$ cat config.mk
export PLATFORM = sky130hd
export DESIGN_NAME = mdu_seq
export DESIGN_NICKNAME = d
export VERILOG_FILES = /design/src/rtl/mdu_pkg.sv /design/src/rtl/mdu_divider.sv /design/src/rtl/mdu_seq.sv
export SDC_FILE = /design/constraint.sdc
export NUM_CORES = 1
export LEC_CHECK = 0
export ABC_AREA = 1
export CORE_UTILIZATION = 51
export DETAILED_ROUTE_END_ITERATION = 12
export PLACE_DENSITY = 0.82
export SLEW_MARGIN = 5
export SYNTH_ARGS = -nofsm -noshare
export SYNTH_HDL_FRONTEND = slang
export SYNTH_HIERARCHICAL = 1
export SYNTH_SLANG_ARGS = --single-unit
export TNS_END_PERCENT = 30
$ cat constraint.sdc
create_clock -name clk -period 6.1 [get_ports clk]
set_clock_uncertainty 0.05 [all_clocks]
set_input_delay 0.61 -clock clk [delete_from_list [all_inputs] [get_ports clk]]
set_output_delay 0.61 -clock clk [all_outputs]
set_load 0.01 [all_outputs]
$ cat src/rtl/mdu_pkg.sv
// mdu_pkg: shared types and constants for the sequential multiply/divide unit
package mdu_pkg;
  typedef enum logic [1:0] {
    OP_MULT  = 2'b00,
    OP_MULTU = 2'b01,
    OP_DIV   = 2'b10,
    OP_DIVU  = 2'b11
  } op_t;
  typedef enum logic [2:0] {
    S_IDLE    = 3'd0,
    S_MUL_LO  = 3'd1,
    S_MUL_HI  = 3'd2,
    S_DIV_RUN = 3'd3,
    S_DIV_FIX = 3'd4
  } state_t;
  localparam logic [3:0] ALU_MULT_LO = 4'b1010;
  localparam logic [3:0] ALU_MULT_HI = 4'b1011;
  localparam logic [3:0] ALU_NOP     = 4'b0000;
  localparam int DIV_ITER = 32;
endpackage

$ cat src/rtl/mdu_divider.sv
// mdu_divider: 32-step restoring divider on unsigned magnitudes
module mdu_divider
  import mdu_pkg::*;
(
  input  logic        clk,
  input  logic        reset,
  input  logic        start,
  input  logic [31:0] dividend,
  input  logic [31:0] divisor,
  output logic [31:0] quo,
  output logic [31:0] rem,
  output logic        valid
);
  logic        run;
  logic [5:0]  cnt;
  logic [31:0] d;
  logic [32:0] sh;
  logic [32:0] diff;
  assign sh    = {rem, quo[31]};
  assign diff  = sh - {1'b0, d};
  // valid marks the final iteration; quo/rem hold the result from the following cycle
  assign valid = run && cnt == 6'(DIV_ITER - 1);
  // one shift/subtract step per cycle; the borrow bit decides each quotient bit
  always_ff @(posedge clk or posedge reset) begin
    if (reset) begin
      run <= 1'b0;
      cnt <= '0;
      d   <= '0;
      quo <= '0;
      rem <= '0;
    end else if (start) begin
      run <= 1'b1;
      cnt <= '0;
      d   <= divisor;
      quo <= dividend;
      rem <= '0;
    end else if (run) begin
      quo <= {quo[30:0], ~diff[32]};
      rem <= diff[32] ? sh[31:0] : diff[31:0];
      cnt <= cnt + 6'd1;
      run <= !valid;
    end
  end
endmodule

$ cat src/rtl/mdu_seq.sv
// mdu_seq: sequential MULT/MULTU/DIV/DIVU unit with HI/LO; divider present only with MDU_DIV_EN
module mdu_seq
  import mdu_pkg::*;
(
  input  logic        clk,
  input  logic        reset,
  input  logic        start,
  input  logic [1:0]  op,
  input  logic [31:0] rs_val,
  input  logic [31:0] rt_val,
  input  logic        hi_we,
  input  logic        lo_we,
  input  logic [31:0] wdata,
  output logic [31:0] alu_a,
  output logic [31:0] alu_b,
  output logic [3:0]  alu_ctrl,
  input  logic [31:0] alu_out,
  output logic [31:0] hi,
  output logic [31:0] lo,
  output logic        busy,
  output logic        done
);
  state_t      state;
  op_t         op_r;
  logic [31:0] a_r;
  logic [31:0] b_r;
  logic [31:0] lo_tmp;
  logic        mul;
  logic [31:0] hi_mul;
  // the external ALU only sees operands while a multiply is in progress
  always_comb begin
    mul      = state == S_MUL_LO || state == S_MUL_HI;
    alu_a    = mul ? a_r : '0;
    alu_b    = mul ? b_r : '0;
    alu_ctrl = state == S_MUL_LO ? ALU_MULT_LO : state == S_MUL_HI ? ALU_MULT_HI : ALU_NOP;
    busy     = state != S_IDLE;
    hi_mul   = op_r == OP_MULTU ? alu_out + (a_r[31] ? b_r : '0) + (b_r[31] ? a_r : '0) : alu_out;
  end
`ifdef MDU_DIV_EN
  logic [31:0] div_quo;
  logic [31:0] div_rem;
  logic        div_valid;
  logic        div_start;
  logic        dsgn;
  logic [31:0] a_mag;
  logic [31:0] b_mag;
  logic [31:0] lo_fix;
  logic [31:0] hi_fix;
  // magnitudes feed the divider at start; signs are restored from the captured operands
  always_comb begin
    div_start = state == S_IDLE && start && op[1];
    a_mag     = (!op[0] && rs_val[31]) ? -rs_val : rs_val;
    b_mag     = (!op[0] && rt_val[31]) ? -rt_val : rt_val;
    dsgn      = op_r == OP_DIV;
    lo_fix    = b_r == '0 ? '1 : (dsgn && (a_r[31] ^ b_r[31])) ? -div_quo : div_quo;
    hi_fix    = b_r == '0 ? a_r : (dsgn && a_r[31]) ? -div_rem : div_rem;
  end
  mdu_divider u_div (
    .clk      (clk),
    .reset    (reset),
    .start    (div_start),
    .dividend (a_mag),
    .divisor  (b_mag),
    .quo      (div_quo),
    .rem      (div_rem),
    .valid    (div_valid)
  );
`endif
  // control FSM, HI/LO commit and the one-cycle done pulse
  always_ff @(posedge clk or posedge reset) begin
    if (reset) begin
      state  <= S_IDLE;
      op_r   <= OP_MULT;
      a_r    <= '0;
      b_r    <= '0;
      lo_tmp <= '0;
      hi     <= '0;
      lo     <= '0;
      done   <= 1'b0;
    end else begin
      done <= 1'b0;
      case (state)
        S_IDLE: begin
          if (hi_we) hi <= wdata;
          if (lo_we) lo <= wdata;
          if (start) begin
            op_r <= op_t'(op);
            a_r  <= rs_val;
            b_r  <= rt_val;
`ifdef MDU_DIV_EN
            state <= op[1] ? S_DIV_RUN : S_MUL_LO;
`else
            state <= op[1] ? S_IDLE : S_MUL_LO;
            done  <= op[1];
`endif
          end
        end
        S_MUL_LO: begin
          lo_tmp <= alu_out;
          state  <= S_MUL_HI;
        end
        S_MUL_HI: begin
          hi    <= hi_mul;
          lo    <= lo_tmp;
          done  <= 1'b1;
          state <= S_IDLE;
        end
`ifdef MDU_DIV_EN
        S_DIV_RUN: if (div_valid) state <= S_DIV_FIX;
        S_DIV_FIX: begin
          hi    <= hi_fix;
          lo    <= lo_fix;
          done  <= 1'b1;
          state <= S_IDLE;
        end
`endif
        default: state <= S_IDLE;
      endcase
    end
  end
endmodule

==> impl_metrics.csv, run 1 <==
group,metric,value,unit
run_status,outcome,"finished, final reports clean",
clocking,clk_pin_slew,70,ps
sta,maxSlewViolCount,0,
synthesis,netlist_instances,1551,
clocking,cts_root_buffer,"sky130_fd_sc_hd__clkbuf_16",
clocking,cts.path.max_buffers,2,
layout,final_cell_count_no_fill,2068,
critical_path,crit_path_start,"a_r[31]",
grt,grt_start_max_net_pins,68,
synthesis,synth-compound-area-share,7.36,%
layout,final_area,0.0143,mm²
synthesis,synth_nets,1751,
sta,max_slew_margin_vs_limit,22.5,%
layout,layout.core_utilization,68.3,%
clocking,cts-buffers-inserted,17,
critical_path,timing.critical_path.to_type,"register",
clocking,clock_latency,430,ps
critical_path,cp_data_arrival_time,4110,ps
clocking,htree_num_levels,4,
sta,grt_setup_unrepaired,"no",
synthesis,share_of_synthesized_cell_area_in_and_or_nand_and_nor_gates,29.9,%
synthesis,multiplexer_share_of_the_synthesized_area,3.01,%
critical_path,worst_setup_path_start_kind,"register",
floorplanning,floorplan.die_area,0.0219,mm²
sta,fmax,262,MHz
pwr,power_per_cell_area,591,mW/mm²
critical_path,crit-reg2reg-capture,"hi[25]",
place,post-dp-hpwl,25.7,mm
floorplanning,x_dimension_of_the_die,148,µm
grt,grt_pass1_wl,53.3,mm
synthesis,synth-edff-count,0,
synthesis,synth_area_leaders,"sky130_fd_sc_hd__dfrtp_1, sky130_fd_sc_hd__nand2_1, sky130_fd_sc_hd__inv_1",
synthesis,yosys-top-cells-count,"sky130_fd_sc_hd__nand2_1, sky130_fd_sc_hd__inv_1, sky130_fd_sc_hd__dfrtp_1, sky130_fd_sc_hd__nor2_1, sky130_fd_sc_hd__a21oi_1",
synthesis,mappedNetlistArea,0.0109,mm²
run,timing.max_cap.violations,0,
floorplanning,die_h,148,µm
synthesis,postSynthAreaPerCell,7.00,µm²
route,detail_route.first_pass.iterations,7,
sta,worstMarginPinSlew,1160,ps
clocking,cts_setup_buffers,0,
clocking,cts_stage_hold_buffer_count,0,
synthesis,async_reset_ff_share,100,%
critical_path,required,6400,ps
synthesis,ys_types,35,
floorplanning,initial_core_utilization,51.8,%
floorplanning,num_io_pins,269,
route,via_per_inst,5.18,
synthesis,synth.most_common_cell,"sky130_fd_sc_hd__nand2_1",
critical_path,worst_r2r_startpoint,"a_r[31]",
place,gp_congestion,0.953,
place,dpl-instance-area,0.0137,mm²
pwr,p_leak,7.74,nW
grt,grt_pass1_vias,9995,
floorplanning,coreArea,0.0210,mm²
sta,fin_crit_sh,62.5,%
synthesis,synthAdderAreaFrac,9.70,%
route,drt_drc_violations_left,0,
critical_path,timing.critical_path.fanout_max,33,
place,place_inst,2036,
clocking,post_cts_resize_count,0,
synthesis,synth_sequential_area_ratio,38.0,%
clocking,cts_tree,"yes",
layout,antenna_cells,0,
grt,grt_overflow_total,0,
layout,num-nets-final,1980,
route,antenna_left,0,
pwr,vdd_ir_drop_max,0.000437,V
route,drt_iter0_drcs,1042,
sta,fin_crit,3810,ps
synthesis,largest_family_of_logic_cells_by_synthesized_area,"simple AND/OR/NAND/NOR gates",
synthesis,synth_top_area_cell,"sky130_fd_sc_hd__dfrtp_1",
synthesis,synth_xor_area_share,1.13,%
synthesis,count_of_state_elements_after_synthesis,165,
grt,grt_usage,31.5,%
synthesis,yosys_most_used_dff,"sky130_fd_sc_hd__dfrtp_1",
layout,drive_gt1_share,5.63,%
place,io_buffer_count,267,
sta,timing.final.hold_violations,0,
critical_path,timing.critical_path.to,"hi[25]",
route,wl_per_cell,16.4,µm
sta,finalSetupViolCount,0,
critical_path,reg2regPathDepth,17,
route,via_count,10700,
floorplanning,num_rows,53,
clocking,clock_sinks,165,
synthesis,yosysTopAreaCellShare,38.0,%
synthesis,synth-warning-count,6,
critical_path,timing.reg2reg.setup_slack,2290,ps
layout,fill_cells,1749,
sta,fin_setup_tns,0,ps
layout,area.growth.synth_to_final,31.8,%
route,drt-total-wl,33.8,mm
grt,number_of_antenna_violations_at_the_first_check_in_global_routing,0,
hold_path,type_of_the_tightest_min_delay_check,"register to register",
critical_path,setup.worst_path.class,"register to register",
critical path, cell delays in order (launching register included):
cell and delay (ps):
sky130_fd_sc_hd__dfrtp_1 1100, sky130_fd_sc_hd__nand2_1 260, sky130_fd_sc_hd__fa_1 460, sky130_fd_sc_hd__inv_1 70, sky130_fd_sc_hd__ha_1 210, sky130_fd_sc_hd__inv_1 70
sky130_fd_sc_hd__fa_1 390, sky130_fd_sc_hd__inv_1 110, sky130_fd_sc_hd__nand3_1 80, sky130_fd_sc_hd__nand3_1 150, sky130_fd_sc_hd__nand2_1 100, sky130_fd_sc_hd__nand2_1 130
sky130_fd_sc_hd__nand2_1 90, sky130_fd_sc_hd__nand3_1 90, sky130_fd_sc_hd__nand2_1 50, sky130_fd_sc_hd__nand3_1 90, sky130_fd_sc_hd__nand2_1 80, sky130_fd_sc_hd__a21oi_1 130
worst min path at each step:
stage | from | endpoint | slack [ps] | cells past startpoint
finish | b_r[24] | b_r[24] | 460 | 2
global route | lo_tmp[2] | lo_tmp[2] | 470 | 1
CTS | b_r[24] | b_r[24] | 460 | 2
detailed placement | b_r[24] | b_r[24] | 440 | 2
global placement | a_r[21] | a_r[21] | 440 | 2
floorplan | op_r[1] | op_r[1] | 400 | 2
per-stage QoR:
stage / hold WS [ps] / setup WS (ps) / power, W
4_1_cts: 461 / 2330 / 0.00842
2_1_floorplan: 400 / 978 / 0.00523
3_5_place_dp: 441 / 2320 / 0.00724
6_report: 461 / 2290 / 0.00846
5_1_grt: 468 / 1990 / 0.00911
3_3_place_gp: 436 / 2440 / 0.00712
routing by layer:
metal | global-route usage, % | vias up | part of all wire, %
met3 | 4.41 | 43 | 8.4
met1 | 47.7 | 5015 | 46
met5 | 0 | - | 0
met4 | 7.16 | 0 | 1.4
met2 | 47.8 | 514 | 45
li1 | - | 5143 | -
report_power, final:
| part | internal [W] | leakage, nW | total [W] | switching [W] |
|---|---|---|---|---|
| combinational | 0.00212 | 5.51 | 0.00523 | 0.00311 |
| sequential | 0.00164 | 1.94 | 0.00207 | 0.000432 |
| clock | 0.000667 | 0.294 | 0.00115 | 0.000487 |
cell families after synthesis:
kind of cell / after synthesis
multiplexers: 29
AO/OA/AOI/OAI: 139
other: 1
AND/OR/NAND/NOR: 831
XOR/XNOR: 14
flip-flops: 165
adder cells (fa/ha/maj): 65
buffers and inverters: 307
cells in the final DEF (no fill, tap or decap), types with 2 or more instances in the layout:
master                            Yosys  layout
sky130_fd_sc_hd__inv_8                0       2
sky130_fd_sc_hd__xor2_1               9       9
sky130_fd_sc_hd__clkdlybuf4s50_1      0     267
sky130_fd_sc_hd__nand3_1             38      38
sky130_fd_sc_hd__dfrtp_1            165     165
sky130_fd_sc_hd__o21ai_1              3       3
sky130_fd_sc_hd__buf_4                2       9
sky130_fd_sc_hd__and2_1               3       3
sky130_fd_sc_hd__xnor2_1              5       5
sky130_fd_sc_hd__o21ai_0             12      12
sky130_fd_sc_hd__a21oi_1             65      65
sky130_fd_sc_hd__clkinvlp_4           0       4
sky130_fd_sc_hd__inv_2                2       3
sky130_fd_sc_hd__inv_6                0       5
sky130_fd_sc_hd__ha_1                33      32
sky130_fd_sc_hd__a21oi_2              5       5
sky130_fd_sc_hd__nor2_1             154     153
sky130_fd_sc_hd__nand3_2              3       3
sky130_fd_sc_hd__bufinv_16            0       3
sky130_fd_sc_hd__nand2_2             10      12
sky130_fd_sc_hd__inv_1              239     237
sky130_fd_sc_hd__o21bai_1             2       2
sky130_fd_sc_hd__mux2_2              29      29
sky130_fd_sc_hd__nand4_1              3       3
sky130_fd_sc_hd__nor2_4               1       2
sky130_fd_sc_hd__a31oi_1             42      42
sky130_fd_sc_hd__nor2_2               2       2
sky130_fd_sc_hd__clkbuf_16            0      17
sky130_fd_sc_hd__fa_1                32      32
sky130_fd_sc_hd__o211ai_1             7       7
sky130_fd_sc_hd__nand2_1            614     612
sequential cells by signal, summed over array words and instances, names as in the netlist:
register  count
lo           32
a_r          32
b_r          32
hi           32
done          1
state         2
lo_tmp       32
op_r          2
final cells by class:
cell class | count | area [µm²] | area share (%)
clock buffers | 18 | 439 | 3.07
clock inverters | 14 | 186 | 1.30
flip-flops and latches | 165 | 4130 | 28.8
well taps | 275 | 344 | 2.40
repair buffers | 276 | 2740 | 19.1
multi-input cells | 1079 | 5570 | 38.9
inverters | 241 | 910 | 6.35
Note: power is estimated with default switching activity, not from simulation.
==> run 2: changes to the inputs <==
CORE_UTILIZATION = 46   (was 51)
PLACE_DENSITY = 0.78   (was 0.82)
clock period = 3.32 ns   (was 6.1 ns; I/O delays follow)
==> run 2 against run 1 <==
  * Setup slack got worse by 2100 ps
  * Wire length fell by 0.14%
  * Register-to-register slack got worse by 2100 ps
  * Non-clock buffer count rose by 15
  * Die area rose by 11%
  * Total power rose by 82%
  * Combinational power rose by 86%
  * Clock-buffer cell count did not move
  * Via count fell by 2.3%
  * Highest routed layer unchanged
  * Final cell count rose by 2.6%
==> impl_metrics.csv, run 2 (same netlist as run 1, synthesis figures left out) <==
group,metric,value,unit
critical_path,worst_path_dominant_cell_family,"adder cells",
clocking,clk_pin_slew,70,ps
floorplanning,die_h,156,µm
critical_path,crit-reg2reg-capture,"hi[9]",
critical_path,timing.critical_path.cells,"buf_4, nand2_1, inv_1, fa_1, ha_1, inv_1, fa_1, inv_1, nand3_1, nand3_1, nand2_1, nand2_1, xor2_1, o21ai_0, a31oi_1",
floorplanning,x_dimension_of_the_die,156,µm
clocking,htree_num_levels,4,
layout,register_area,0.00413,mm²
floorplanning,initial_core_utilization,47.4,%
sta,maxSlewViolCount,0,
place,post-dp-hpwl,26.5,mm
route,via_count,10500,
sta,max_slew_margin_vs_limit,47.5,%
place,io_buffer_count,267,
floorplanning,floorplan.die_area,0.0242,mm²
clocking,cts-buffers-inserted,17,
critical_path,timing.reg2reg.setup_slack,240,ps
critical_path,path_buf_inv,4,
critical_path,worst_path_largest_cell_delay,510,ps
clocking,cts_root_buffer,"sky130_fd_sc_hd__clkbuf_16",
route,drt_iter0_drcs,811,
sta,fin_setup_tns,0,ps
critical_path,reg2regPathDepth,15,
clocking,cts_stage_hold_buffer_count,0,
critical_path,worst_r2r_startpoint,"a_r[31]",
layout,multi_input_comb_area,0.00557,mm²
floorplanning,num_rows,55,
grt,grt_pass1_vias,10000,
route,drt_drc_violations_left,0,
sta,fin_crit,3080,ps
pwr,overall_power_consumption,0.0154,W
layout,area.growth.synth_to_final,33.0,%
route,wl_per_cell,15.9,µm
critical_path,cp_data_arrival_time,3330,ps
critical_path,required,3560,ps
layout,antenna_cells,0,
layout,num-nets-final,1995,
clocking,clock_latency,430,ps
critical_path,timing.critical_path.to_type,"register",
grt,grt_overflow_total,0,
route,detail_route.first_pass.iterations,7,
pwr,vdd_ir_drop_max,0.000535,V
route,drt-total-wl,33.8,mm
sta,fin_crit_sh,92.9,%
layout,drive_gt1_share,6.42,%
layout,fill_cells,2053,
critical_path,setup.worst_path.class,"register to register",
grt,number_of_antenna_violations_at_the_first_check_in_global_routing,0,
clocking,cts_setup_buffers,0,
place,gp_congestion,0.997,
grt,grt_pass1_wl,53.8,mm
clocking,cts_tree,"yes",
pwr,power_per_cell_area,1060,mW/mm²
sta,timing.final.hold_violations,0,
sta,fmax,324,MHz
pwr,p_leak,7.80,nW
critical_path,worst_setup_path_start_kind,"register",
sta,worstMarginPinSlew,786,ps
run,timing.max_cap.violations,0,
clocking,clock_sinks,165,
hold_path,type_of_the_tightest_min_delay_check,"primary input to async pin",
clocking,cts.path.max_buffers,2,
sta,grt_setup_unrepaired,"no",
sta,finalSetupViolCount,0,
critical_path,cp_slowest_cell,"sky130_fd_sc_hd__fa_1",
layout,layout.cells.most_common,"sky130_fd_sc_hd__nand2_1",
route,via_per_inst,4.94,
floorplanning,coreArea,0.0229,mm²
grt,grt_usage,28.7,%
layout,most-common-layout-cells,"sky130_fd_sc_hd__nand2_1, sky130_fd_sc_hd__clkdlybuf4s50_1, sky130_fd_sc_hd__inv_1",
run_status,outcome,"finished, final reports clean",
route,antenna_left,0,
grt,grt_start_max_net_pins,67,
critical_path,timing.critical_path.fanout_max,15,
floorplanning,num_io_pins,269,
## run 2: cell types whose count changed in the layout (fill, tap and decap cells not counted), moves of 2 or more
cell / previous run / this run
sky130_fd_sc_hd__bufinv_16: 3 / 0
sky130_fd_sc_hd__clkinv_2: 0 / 2
sky130_fd_sc_hd__buf_4: 9 / 20
sky130_fd_sc_hd__buf_12: 0 / 4
## run 2: through the flow
| step | instance area [µm²] | worst slack [ps] | std cells | hold WS [ps] | util, % |
|---|---|---|---|---|---|
| 6_report | 14400 | 237 | 2121 | 340 | 63.0 |
| 5_1_grt | 14400 | 8.66 | 2121 | 379 | 63.0 |
| 4_1_cts | 14400 | 189 | 2121 | 348 | 63.0 |
| 3_5_place_dp | 13900 | 127 | 2089 | 440 | 60.6 |
| 3_3_place_gp | 13900 | 128 | 2089 | 437 | 60.6 |
| 2_1_floorplan | 10900 | 489 | 1551 | 391 | - |
## run 2: worst max path at each step
stage | start | to | slack (ps) | depth (start not counted)
after floorplan | a_r[31] | hi[17] | 490 | 18
final | a_r[31] | hi[9] | 240 | 15
after detailed placement | alu_out[13] | hi[15] | 130 | 12
after global routing | b_r[31] | hi[26] | 9 | 15
after CTS | b_r[31] | hi[15] | 190 | 14
after global placement | alu_out[21] | hi[26] | 130 | 12
## run 2: power by group
part / switching, W / internal, W
Clock: 0.000907 / 0.000979
Sequential: 0.000722 / 0.00302
Combinational: 0.00573 / 0.00400
Total: 0.00736 / 0.00800
## run 2: final cells by class
type | count | area share (%)
clock buffer | 18 | 2.97
multi-input combinational | 1079 | 38.6
tap | 313 | 2.71
clock inverter | 14 | 0.805
inverter | 241 | 6.29
timing repair buffer | 291 | 20.1
sequential | 165 | 28.6
## run 2: worst register-to-register path: stages (launching register included)
cell	delay, ps
sky130_fd_sc_hd__dfrtp_1	380
sky130_fd_sc_hd__buf_4	190
sky130_fd_sc_hd__nand2_1	100
sky130_fd_sc_hd__inv_1	70
sky130_fd_sc_hd__fa_1	510
sky130_fd_sc_hd__ha_1	220
sky130_fd_sc_hd__inv_1	70
sky130_fd_sc_hd__fa_1	400
sky130_fd_sc_hd__inv_1	100
sky130_fd_sc_hd__nand3_1	80
sky130_fd_sc_hd__nand3_1	150
sky130_fd_sc_hd__nand2_1	90
sky130_fd_sc_hd__nand2_1	120
sky130_fd_sc_hd__xor2_1	80
sky130_fd_sc_hd__o21ai_0	220
sky130_fd_sc_hd__a31oi_1	120
## run 2: timing repair
action	4_1_cts	5_1_grt
endpoints found under the hold margin	0	0
resized for setup	0	2
endpoints found under the setup margin	0	2
## run 2: metal layers
layer	up-vias	track usage, %	part of all wire, %
li1	5190	-	-
met1	4843	43.3	49
met2	398	42.8	43
met3	37	4.33	6.9
met4	0	7.61	1.8
met5	-	0	0
